### config.mk
export PLATFORM = sky130hd
export DESIGN_NAME = hazard_ctrl
export DESIGN_NICKNAME = d
export VERILOG_FILES = /design/src/rtl/hazard_ctrl.sv
export SDC_FILE = /design/constraint.sdc
export NUM_CORES = 1
export LEC_CHECK = 0
export CORE_ASPECT_RATIO = 0.8
export CORE_UTILIZATION = 45
export CTS_CLUSTER_DIAMETER = 150
export DETAILED_ROUTE_END_ITERATION = 6
export PLACE_DENSITY = 0.81
export SLEW_MARGIN = 20
export SYNTH_ARGS = -nofsm -noshare
export SYNTH_HDL_FRONTEND = slang
export SYNTH_SLANG_ARGS = --single-unit
export TNS_END_PERCENT = 10
### constraint.sdc
create_clock -name clk -period 2.2 [get_ports clk]
set_input_delay 0.33 -clock clk [delete_from_list [all_inputs] [get_ports clk]]
set_output_delay 0.33 -clock clk [all_outputs]
set_load 0.05 [all_outputs]
### src/rtl/hazard_ctrl.sv
// hazard_ctrl - pipeline hazard and flow-control unit for the 5-stage pipeline.
//
// Owns the PC, IF/ID and ID/EX enables and squash controls. It keeps a shadow
// scoreboard of in-flight destinations (DX, XM, MW slots), stalls decode on RAW
// hazards, and sequences branch flushes, data-memory freezes and HALT drain.
//
// Configuration macro: FORWARDING_EN
//   defined   - a forwarding network exists; only load-use against DX stalls.
//   undefined - any RAW match against DX, XM or MW stalls until the producer
//               has left MW (register file is not write-through).
//
// Ports:
//   clk, rst                   rising-edge clock, async active-high reset
//   id_valid                   IF/ID holds a real instruction
//   readSel1/2, read1Used/2Used source selects of the IF/ID instruction and use flags
//   id_regWrite, id_writeRegSel decoded destination write enable and register
//   id_memRead, id_HALT        decoded load / HALT
//   ex_flush                   EX redirect this cycle
//   mem_stall                  data memory busy, whole pipeline freezes
//   pc_en, ifid_en, ifid_flush PC / IF/ID controls
//   idex_en, idex_bubble       ID/EX enable and control-field squash
//   halted                     HALT has issued; front end frozen
//   stall_cycles               saturating count of hazard-stall cycles
module hazard_ctrl (
    input  logic        clk,
    input  logic        rst,
    input  logic        id_valid,
    input  logic [2:0]  readSel1,
    input  logic [2:0]  readSel2,
    input  logic        read1Used,
    input  logic        read2Used,
    input  logic        id_regWrite,
    input  logic [2:0]  id_writeRegSel,
    input  logic        id_memRead,
    input  logic        id_HALT,
    input  logic        ex_flush,
    input  logic        mem_stall,
    output logic        pc_en,
    output logic        ifid_en,
    output logic        ifid_flush,
    output logic        idex_en,
    output logic        idex_bubble,
    output logic        halted,
    output logic [15:0] stall_cycles
);

    // Scoreboard slots: {valid, regWrite, dest, memRead}
    logic        dx_valid_r, dx_rw_r, dx_mr_r;
    logic [2:0]  dx_dest_r;
    logic        xm_valid_r, xm_rw_r, xm_mr_r;
    logic [2:0]  xm_dest_r;
    logic        mw_valid_r, mw_rw_r, mw_mr_r;
    logic [2:0]  mw_dest_r;
    logic        halted_r;
    logic [15:0] stall_cnt_r;

    logic        hazard_s;
    logic        issue_s;
    logic        count_s;
    logic        unused_s;

    // A source depends on a slot when it is read and the slot will write that register.
    function automatic logic src_match(input logic used, input logic [2:0] sel,
                                       input logic v, input logic rw, input logic [2:0] dest);
        return used & v & rw & (dest == sel);
    endfunction

    // memRead is only consulted in DX (and only with forwarding); keep the rest for visibility.
    assign unused_s = ^{dx_mr_r, xm_mr_r, mw_mr_r};

    // RAW hazard detection for the instruction currently in IF/ID.
    always_comb begin
        hazard_s = 1'b0;
`ifdef FORWARDING_EN
        hazard_s = id_valid & dx_mr_r &
                   (src_match(read1Used, readSel1, dx_valid_r, dx_rw_r, dx_dest_r) |
                    src_match(read2Used, readSel2, dx_valid_r, dx_rw_r, dx_dest_r));
`else
        hazard_s = id_valid &
                   (src_match(read1Used, readSel1, dx_valid_r, dx_rw_r, dx_dest_r) |
                    src_match(read2Used, readSel2, dx_valid_r, dx_rw_r, dx_dest_r) |
                    src_match(read1Used, readSel1, xm_valid_r, xm_rw_r, xm_dest_r) |
                    src_match(read2Used, readSel2, xm_valid_r, xm_rw_r, xm_dest_r) |
                    src_match(read1Used, readSel1, mw_valid_r, mw_rw_r, mw_dest_r) |
                    src_match(read2Used, readSel2, mw_valid_r, mw_rw_r, mw_dest_r));
`endif
    end

    // Issue and stall-count qualifiers follow the output priority (freeze > halted > flush > hazard).
    assign issue_s = id_valid & ~halted_r & ~hazard_s & ~ex_flush & ~mem_stall;
    assign count_s = hazard_s & ~halted_r & ~ex_flush & ~mem_stall;

    // Pipeline control outputs, highest-priority condition first.
    always_comb begin
        pc_en       = 1'b1;
        ifid_en     = 1'b1;
        ifid_flush  = 1'b0;
        idex_en     = 1'b1;
        idex_bubble = ~id_valid;
        if (rst) begin
            pc_en       = 1'b0;
            ifid_en     = 1'b0;
            ifid_flush  = 1'b1;
            idex_en     = 1'b1;
            idex_bubble = 1'b1;
        end else if (mem_stall) begin
            pc_en       = 1'b0;
            ifid_en     = 1'b0;
            ifid_flush  = 1'b0;
            idex_en     = 1'b0;
            idex_bubble = 1'b0;
        end else if (halted_r) begin
            pc_en       = 1'b0;
            ifid_en     = 1'b0;
            ifid_flush  = 1'b0;
            idex_en     = 1'b1;
            idex_bubble = 1'b1;
        end else if (ex_flush) begin
            pc_en       = 1'b1;
            ifid_en     = 1'b1;
            ifid_flush  = 1'b1;
            idex_en     = 1'b1;
            idex_bubble = 1'b1;
        end else if (hazard_s) begin
            pc_en       = 1'b0;
            ifid_en     = 1'b0;
            ifid_flush  = 1'b0;
            idex_en     = 1'b1;
            idex_bubble = 1'b1;
        end else begin
            pc_en       = 1'b1;
            ifid_en     = 1'b1;
            ifid_flush  = 1'b0;
            idex_en     = 1'b1;
            idex_bubble = ~id_valid;
        end
    end

    // Scoreboard advance, HALT latch and stall counter; everything holds while memory is busy.
    always_ff @(posedge clk or posedge rst) begin
        if (rst) begin
            dx_valid_r  <= 1'b0;
            dx_rw_r     <= 1'b0;
            dx_mr_r     <= 1'b0;
            dx_dest_r   <= 3'd0;
            xm_valid_r  <= 1'b0;
            xm_rw_r     <= 1'b0;
            xm_mr_r     <= 1'b0;
            xm_dest_r   <= 3'd0;
            mw_valid_r  <= 1'b0;
            mw_rw_r     <= 1'b0;
            mw_mr_r     <= 1'b0;
            mw_dest_r   <= 3'd0;
            halted_r    <= 1'b0;
            stall_cnt_r <= 16'd0;
        end else if (!mem_stall) begin
            mw_valid_r  <= xm_valid_r;
            mw_rw_r     <= xm_rw_r;
            mw_mr_r     <= xm_mr_r;
            mw_dest_r   <= xm_dest_r;
            xm_valid_r  <= dx_valid_r;
            xm_rw_r     <= dx_rw_r;
            xm_mr_r     <= dx_mr_r;
            xm_dest_r   <= dx_dest_r;
            // A non-issuing cycle leaves an empty slot behind (the bubble).
            dx_valid_r  <= issue_s;
            dx_rw_r     <= issue_s & id_regWrite;
            dx_mr_r     <= issue_s & id_memRead;
            dx_dest_r   <= issue_s ? id_writeRegSel : 3'd0;
            if (issue_s && id_HALT) begin
                halted_r <= 1'b1;
            end
            if (count_s && (stall_cnt_r != 16'hFFFF)) begin
                stall_cnt_r <= stall_cnt_r + 16'd1;
            end
        end
    end

    assign halted       = halted_r;
    assign stall_cycles = stall_cnt_r;

endmodule

==> results of run 1 <==
[metrics by stage]
step	util	hold slack (ps)	area [um^2]	worst slack (ps)
6_report	0.669	316	2540	-116
5_1_grt	0.669	330	2540	-167
4_1_cts	0.656	308	2490	-83.8
3_5_place_dp	0.617	489	2350	-287
3_3_place_gp	0.617	478	2350	-217
2_1_floorplan	-	472	1820	-39.5
[state kept, by name, summed over array words and instances, names as in the netlist]
register,cells
mw_dest_r,3
stall_cycles,16
dx_rw_r,1
mw_rw_r,1
dx_dest_r,3
halted,1
mw_valid_r,1
xm_dest_r,3
xm_valid_r,1
xm_rw_r,1
dx_valid_r,1
[final cells by class]
cell class,instances,area [um^2],area share
Inverter,5,18.8,0.00737
Tap cell,55,68.8,0.0270
Clock buffer,6,72.6,0.0285
Multi-Input combinational cell,113,1030,0.404
Timing Repair Buffer,55,517,0.203
Sequential cell,32,805,0.316
Clock inverter,2,35.0,0.0138
[final timing paths]
kind                                    to  slack, ps  cells past startpoint
max in group asynchronous     mw_dest_r[2]       1200                      3
setup / recovery                     pc_en       -120                      7
hold / removal                      halted        320                      2
setup reg to reg           stall_cycles[8]         80                      7
hold reg to reg            stall_cycles[0]        500                      1
min in group clk           stall_cycles[0]        500                      1
[placed cells by master, fill, tap and decap left out, types with 2 or more instances in the layout]
| cell | n |
|---|---|
| nor4_2 | 4 |
| nor2_1 | 3 |
| buf_4 | 18 |
| and3_1 | 3 |
| a21oi_1 | 2 |
| clkdlybuf4s50_1 | 26 |
| a211oi_2 | 8 |
| xnor2_1 | 2 |
| dlygate4sd2_1 | 8 |
| nor4_4 | 2 |
| and4_1 | 2 |
| nand3_1 | 10 |
| and2_1 | 2 |
| a2111oi_2 | 5 |
| mux2_2 | 10 |
| a32o_1 | 4 |
| dfrtp_1 | 29 |
| dfrtp_2 | 3 |
| o21ai_2 | 3 |
| clkbuf_8 | 5 |
| inv_1 | 5 |
| xor2_2 | 2 |
| nand2_1 | 10 |
| buf_12 | 2 |
| xor2_1 | 29 |
[cell families after synthesis]
group | share of synthesized area
compound gates | 0.145
xor+xnor | 0.162
fa+ha+maj | 0.00699
buf+inv | 0.0322
flops | 0.448
mux | 0.0692
simple gates | 0.138
[power by group]
part | switching, mW | leakage (nW) | total [mW] | internal (mW)
Combinational | 0.132 | 0.677 | 0.236 | 0.104
Clock | 0.210 | 0.0552 | 0.546 | 0.336
Sequential | 0.0346 | 0.426 | 0.649 | 0.614
Total | 0.377 | 1.16 | 1.43 | 1.05
[routing by layer]
metal | vias to the layer above | share of wire | routed length (um)
met2 | 34 | 0.50 | 2220
met1 | 740 | 0.45 | 2020
met5 | - | 0 | 0
met4 | 0 | 0.019 | 83
met3 | 9 | 0.033 | 147
li1 | 676 | - | -
[timing repair]
action | CTS | global route
setup endpoints to repair | 3 | 17
pin swaps | 10 | 3
resized for setup | 14 | 9
setup buffers | 2 | 1
==> results.toml, run 1 <==
[yosys]
syn_area_per_cell_um2 = 11.4
syn_area_um2 = 1790
synth_edf_count = 0
yosys.area.top_type = "dfrtp_1"
synthFlopType = "dfrtp_1"
yosysUniqueCellTypes = 32
synth.top_cells.by_count = "32 x dfrtp_1, 31 x xor2_1, 11 x nand3_1, 10 x mux2_2, 10 x nand2_1"
synth_area_leaders = "dfrtp_1 45%, xor2_1 15%, mux2_2 6.3%"
synth_nets = 177
synthCells = 157
synthArstFlopShare = 1.00
yosysWarnings = 0
yosysSeqAreaShare = 0.448
synth_most_common_cell = "dfrtp_1"
synth_top_area_frac = 0.448
ys_ff_latch = 32

[worst_hold_path]
min_path_type = "in -> async"

[critical_path]
crit_path_max_incr_delay_ps = 440
critPathLaunch = "mw_dest_r[2]"
path_max_fanout = 3
cp.arrival_ps = 1990
critical_path_required_ps = 1870
path_class = "reg -> out"
crit_path_start_kind = "flip-flop"
cpMaxStageDelayCell = "dfrtp_2"
crit_family = "simple AND/OR/NAND/NOR gates"
path_buf_inv = 2
crit_chain = "xor2_1 > nor4_2 > buf_4 > nor4_4 > and2_4 > o211a_4 > buf_12"
cp-end-kind = "output pin"
worstReg2RegStart = "stall_cycles[0]"

[cts]
cts_root_buf = "clkbuf_8"
insertion_delay_ps = 280
clkTransAtPathRegs_ps = 60
hold_buffers = 0
cts_sinks = 32
cts.path.max_buffers = 2
cts_made_buffers = 5
cts_tree = "built"
htree_levels = 2

[pwr]
power_density_nw_per_um2 = 562
p_total_mw = 1.43
p_leak_nw = 1.16
peakVddDrop_mv = 0.577

[timing]
fin_ws_ps = -116
finalSetupViolations = 3
rsz0062_at_grt = "true"
setup_tns_ps = -262
min_period_ps = 2320
tightest_slew_ps = 508
max_slew_margin = 0.661
hold_viol_final = 0
timing.final.crit_share = 1.05
skew_ps = 10.1
finalMaxSlewViolations = 0
max_freq_ghz = 0.432

[die]
fp-row-count = 20
io_pins = 41
die_h_um = 58.4
die_area_um2 = 4230
start_util = 0.470
die_w_um = 72.5
coreArea_um2 = 3800

[drt]
drt_wl_total_um = 4470
drtIter0Drc = 121
vias_per_cell = 5.44
drc_errors = 0
ant_nets = 0
wl_per_cell_um = 16.7
drtPass1Iterations = 4
num_vias = 1459

[placement]
dp_cells = 257
gp_congestion = 0.931
io_buffers = 39
post-dp-hpwl_um = 3180

[global_routing]
grt.total_usage = 0.230
antenna_found_initial = 0
use_met3 = 0.0531
busiest_layer = "met2"
grt-ovfl-total = 0
grt_first_pass_wirelength_um = 7300
met1_usage = 0.313
grt_util_met2 = 0.364
grt_max_degree = 32
grt_pass1_vias = 1534

[final_layout]
syn_to_final_growth_pct = 42.2
fill_cells = 290
instances_no_fill = 268
antennaDiodeCount = 0
layout-drive-gt1-share = 0.329
finalNetCount = 232

[flow_run]
cap_violations = 0

[status]
status = "finished, violations left"
violations = "setup timing"
No activity file was read; power rests on OpenSTA's default activity.
==> run 2, diff against run 1 <==
- RECOVER_POWER: unset -> 100
==> results.toml, run 2 (synthesized netlist as in run 1, its figures left out) <==
[status]
status = "finished, violations left"
violations = "setup timing"

[die]
io_pins = 41
die_h_um = 58.4
start_util = 0.470
coreArea_um2 = 3800
die_area_um2 = 4230
fp-row-count = 20
die_w_um = 72.5

[cts]
hold_buffers = 0
cts_made_buffers = 5
htree_levels = 2
cts_sinks = 32
cts.path.max_buffers = 2
cts_root_buf = "clkbuf_8"
clkTransAtPathRegs_ps = 60
insertion_delay_ps = 280
cts_tree = "built"

[timing]
hold_viol_final = 0
max_freq_ghz = 0.432
fin_ws_ps = -115
max_slew_margin = 0.474
skew_ps = 10.4
fin_hold_ws_ps = 443
rsz0062_at_grt = "true"
finalSetupViolations = 3
tightest_slew_ps = 789
setup_tns_ps = -257
min_period_ps = 2310
timing.final.crit_share = 1.05
finalMaxSlewViolations = 0

[critical_path]
worstReg2RegStart = "stall_cycles[0]"
crit_family = "simple AND/OR/NAND/NOR gates"
reg2reg_depth = 7
crit_path_start_kind = "flip-flop"
regToRegSetupSlack_ps = 80
path_max_fanout = 3
path_class = "reg -> out"
critical_path_required_ps = 1870
critPathLaunch = "mw_dest_r[2]"
r2r-end = "stall_cycles[8]"
crit_path_max_incr_delay_ps = 440
path_buf_inv = 2
cp-end-kind = "output pin"
cp.arrival_ps = 1980
cpMaxStageDelayCell = "dfrtp_2"
crit_chain = "xor2_1 > nor4_2 > buf_4 > nor4_4 > and2_4 > o211a_4 > buf_12"

[drt]
drt_wl_total_um = 4470
drc_errors = 0
vias_per_cell = 5.43
drtIter0Drc = 121
ant_nets = 0
wl_per_cell_um = 16.7
drtPass1Iterations = 4
num_vias = 1454

[placement]
gp_congestion = 0.931
place_area_um2 = 2350
preCtsSetupSlack_ps = -287
io_buffers = 39
post-dp-hpwl_um = 3180

[final_layout]
final_area_um2 = 2540
register_area_um2 = 805
syn_to_final_growth_pct = 42.0
antennaDiodeCount = 0
multi_input_area_um2 = 1030
largest_reg_flops = 16
layout_common_cells = "29 x xor2_1, 29 x dfrtp_1, 22 x clkdlybuf4s50_1"
finalNetCount = 232
layout-drive-gt1-share = 0.329
fill_cells = 292

[global_routing]
grt_pass1_vias = 1534
busiest_layer = "met2"
grt-ovfl-total = 0
met1_usage = 0.313
grt_first_pass_wirelength_um = 7300
use_met3 = 0.0531
grt_max_degree = 32
antenna_found_initial = 0
grt.total_usage = 0.230
grt_util_met2 = 0.364

[pwr]
p_total_mw = 1.43
switching_share = 0.263
power_density_nw_per_um2 = 562
p_int_mw = 1.05
p_seq_frac = 0.454
power_switching_mw = 0.376
clkPwrFrac = 0.382
peakVddDrop_mv = 0.577
pwr-share-comb = 0.164
p_leak_nw = 1.16

[worst_hold_path]
min_path_type = "in -> async"

[flow_run]
cap_violations = 0
-- run 2: cell types whose count changed in the layout (fill, tap and decap cells not counted), sizes merged --
| cell | change |
|---|---|
| buf | -2 |
| clkbuf | +2 |
| clkdlybuf4s50 | -4 |
| dlygate4sd3 | +4 |
-- run 2: area by class of cell --
cell class	instances	area share
clock buffer	6	0.0286
clock inverter	2	0.0138
inverter	5	0.00739
multi-input combinational	113	0.405
sequential	32	0.317
tap	55	0.0271
timing repair buffer	55	0.201
-- run 2: per-layer routing --
metal,wire (um),share of wire
met1,2030,0.45
met5,0,0
met4,83,0.019
met3,147,0.033
met2,2210,0.49
-- run 2: power by group through the flow --
stage | Combinational, mW | Sequential [mW] | Clock (mW)
final | 0.234 | 0.649 | 0.545
after global routing | 0.249 | 0.652 | 0.581
after floorplan | 0.115 | 0.669 | 0
after global placement | 0.219 | 0.654 | 0
after detailed placement | 0.226 | 0.658 | 0
after CTS | 0.230 | 0.648 | 0.557
-- run 2: timing repair --
| item | CTS | global route |
|---|---|---|
| buffers inserted | 2 | 1 |
| setup endpoints to repair | 3 | 17 |
| gates resized for setup | 14 | 9 |
| pin swaps | 10 | 3 |
-- run 2: how the worst max path moves through the flow --
stage               slack (ps)               end  cells after the start
CTS                        -80             pc_en                      7
finish                    -110             pc_en                      7
global route              -170           ifid_en                      7
detailed placement        -290             pc_en                      8
global placement          -220  stall_cycles[13]                      8
floorplan                  -40       idex_bubble                      6
-- run 2: per-stage QoR --
step                instances  utilization
finish                    268        0.668
global placement          257        0.617
global route              268        0.668
floorplan                 157            -
detailed placement        257        0.617
CTS                       267        0.656
-- run 2: worst reg2reg max path: stages, from the launching register on --
cell and delay, ps:
dfrtp_2 390, ha_1 170, and3_1 260, nand4_2 220, o21ai_2 480, buf_4 260, a211oi_2 70, xor2_1 150
==> run 3, diff against run 2 <==
- PLACE_DENSITY: 0.81 -> 0.78
==> results.toml, run 3 (synthesized netlist as in run 1, its figures left out) <==
[timing]
fin_ws_ps = -88.8
min_period_ps = 2290
timing.final.crit_share = 1.04
finalMaxSlewViolations = 0
skew_ps = 4.62
hold_viol_final = 0
setup_tns_ps = -193
finalSetupViolations = 3
tightest_slew_ps = 506
rsz0062_at_grt = "true"
max_freq_ghz = 0.437
max_slew_margin = 0.661

[pwr]
power_switching_mw = 0.364
power_density_nw_per_um2 = 538
p_total_mw = 1.33
clkPwrFrac = 0.344
pwr-share-comb = 0.171
p_seq_frac = 0.485
p_leak_nw = 1.13
p_int_mw = 0.970
switching_share = 0.273
peakVddDrop_mv = 0.335

[worst_hold_path]
min_to = "stall_cycles[9]"
min_path_type = "reg -> reg"
holdPathStages = 1
hold_start = "stall_cycles[9]"

[critical_path]
cp-end-kind = "output pin"
cp.arrival_ps = 1960
reg2reg_depth = 7
regToRegSetupSlack_ps = 100
critical_path_required_ps = 1870
r2r-end = "stall_cycles[15]"
crit_path_start_kind = "flip-flop"
crit_path_max_incr_delay_ps = 440
path_max_fanout = 3
worstReg2RegStart = "mw_dest_r[2]"
crit_chain = "xor2_1 > nor4_2 > nor4_4 > and2_4 > o211a_4 > buf_12"
cpMaxStageDelayCell = "dfrtp_1"
path_class = "reg -> out"

[final_layout]
layout-drive-gt1-share = 0.295
finalNetCount = 229
instances_no_fill = 265
final_area_um2 = 2480
layout_common_cells = "30 x xor2_1, 29 x dfrtp_1, 25 x clkdlybuf4s50_1"
largest_reg_flops = 16
fin_util = 0.652
antennaDiodeCount = 0
syn_to_final_growth_pct = 38.7
layout_commonest_cell = "xor2_1"

[status]
violations = "setup timing"
status = "finished, violations left"

[die]
die_h_um = 58.4
die_area_um2 = 4230
start_util = 0.470
die_w_um = 72.5
fp-row-count = 20
io_pins = 41
coreArea_um2 = 3800

[cts]
insertion_delay_ps = 280
clkTransAtPathRegs_ps = 70
cts_sinks = 32
htree_levels = 2
cts_tree = "built"
cts_root_buf = "clkbuf_8"
cts_made_buffers = 5
cts.path.max_buffers = 2

[drt]
vias_per_cell = 5.47
num_vias = 1449
drtPass1Iterations = 4
drc_errors = 0
drtIter0Drc = 75
wl_per_cell_um = 15.8
drt_wl_total_um = 4190
ant_nets = 0

[global_routing]
grt-ovfl-total = 0
antenna_found_initial = 0
grt_first_pass_wirelength_um = 6750
grt_pass1_vias = 1389
grt_max_degree = 28
grt.total_usage = 0.212

[placement]
io_buffers = 39
place_area_um2 = 2350
dp_cells = 257
post-dp-hpwl_um = 3100
gp_congestion = 0.857

[flow_run]
cap_violations = 0
run 3: critical path, delay by kind of cell, from the launching register on:
family	cells	cell delay, ps
buf+inv	1	150
xor+xnor	1	180
flops	1	440
compound gates	1	250
simple gates	3	660
run 3: per-layer routing:
| metal | track usage | routed length (um) |
|---|---|---|
| met2 | 0.332 | 1930 |
| met5 | 0 | 0 |
| met3 | 0.0428 | 159 |
| met1 | 0.287 | 2000 |
| met4 | 0.0924 | 102 |
run 3: power groups by stage:
stage / logic (mW) / clock network (mW) / registers, mW
after global placement: 0.220 / 0 / 0.654
final: 0.228 / 0.459 / 0.647
after CTS: 0.226 / 0.466 / 0.647
after floorplan: 0.115 / 0 / 0.669
after global routing: 0.244 / 0.490 / 0.651
after detailed placement: 0.224 / 0 / 0.657
run 3: how the worst max path moves through the flow:
stage               depth (start not counted)         start               end
finish                                      6  mw_dest_r[2]           ifid_en
global route                                6  mw_dest_r[2]             pc_en
CTS                                         6  xm_dest_r[1]           ifid_en
detailed placement                          8   readSel2[1]  stall_cycles[13]
global placement                            8   readSel2[1]  stall_cycles[13]
floorplan                                   6  mw_dest_r[2]       idex_bubble
run 3: through the flow:
stage,worst slack (ps),hold WS (ps)
6_report,-88.8,491
5_1_grt,-150,516
4_1_cts,-84.7,390
3_5_place_dp,-324,482
3_3_place_gp,-226,477
2_1_floorplan,-39.5,472
run 3: cell type report:
type	count	area, um^2
inverters	5	18.8
clock buffers	8	90.1
multi-input cells	113	1000
flip-flops and latches	32	805
fillers	289	1320
well taps	55	68.8
repair buffers	52	494
run 3: timing repair:
item,CTS,global route
hold buffers,0,0
resized for setup,13,6
pin swaps,12,3
setup endpoints to repair,5,7
setup buffers,2,0
cloned,0,0
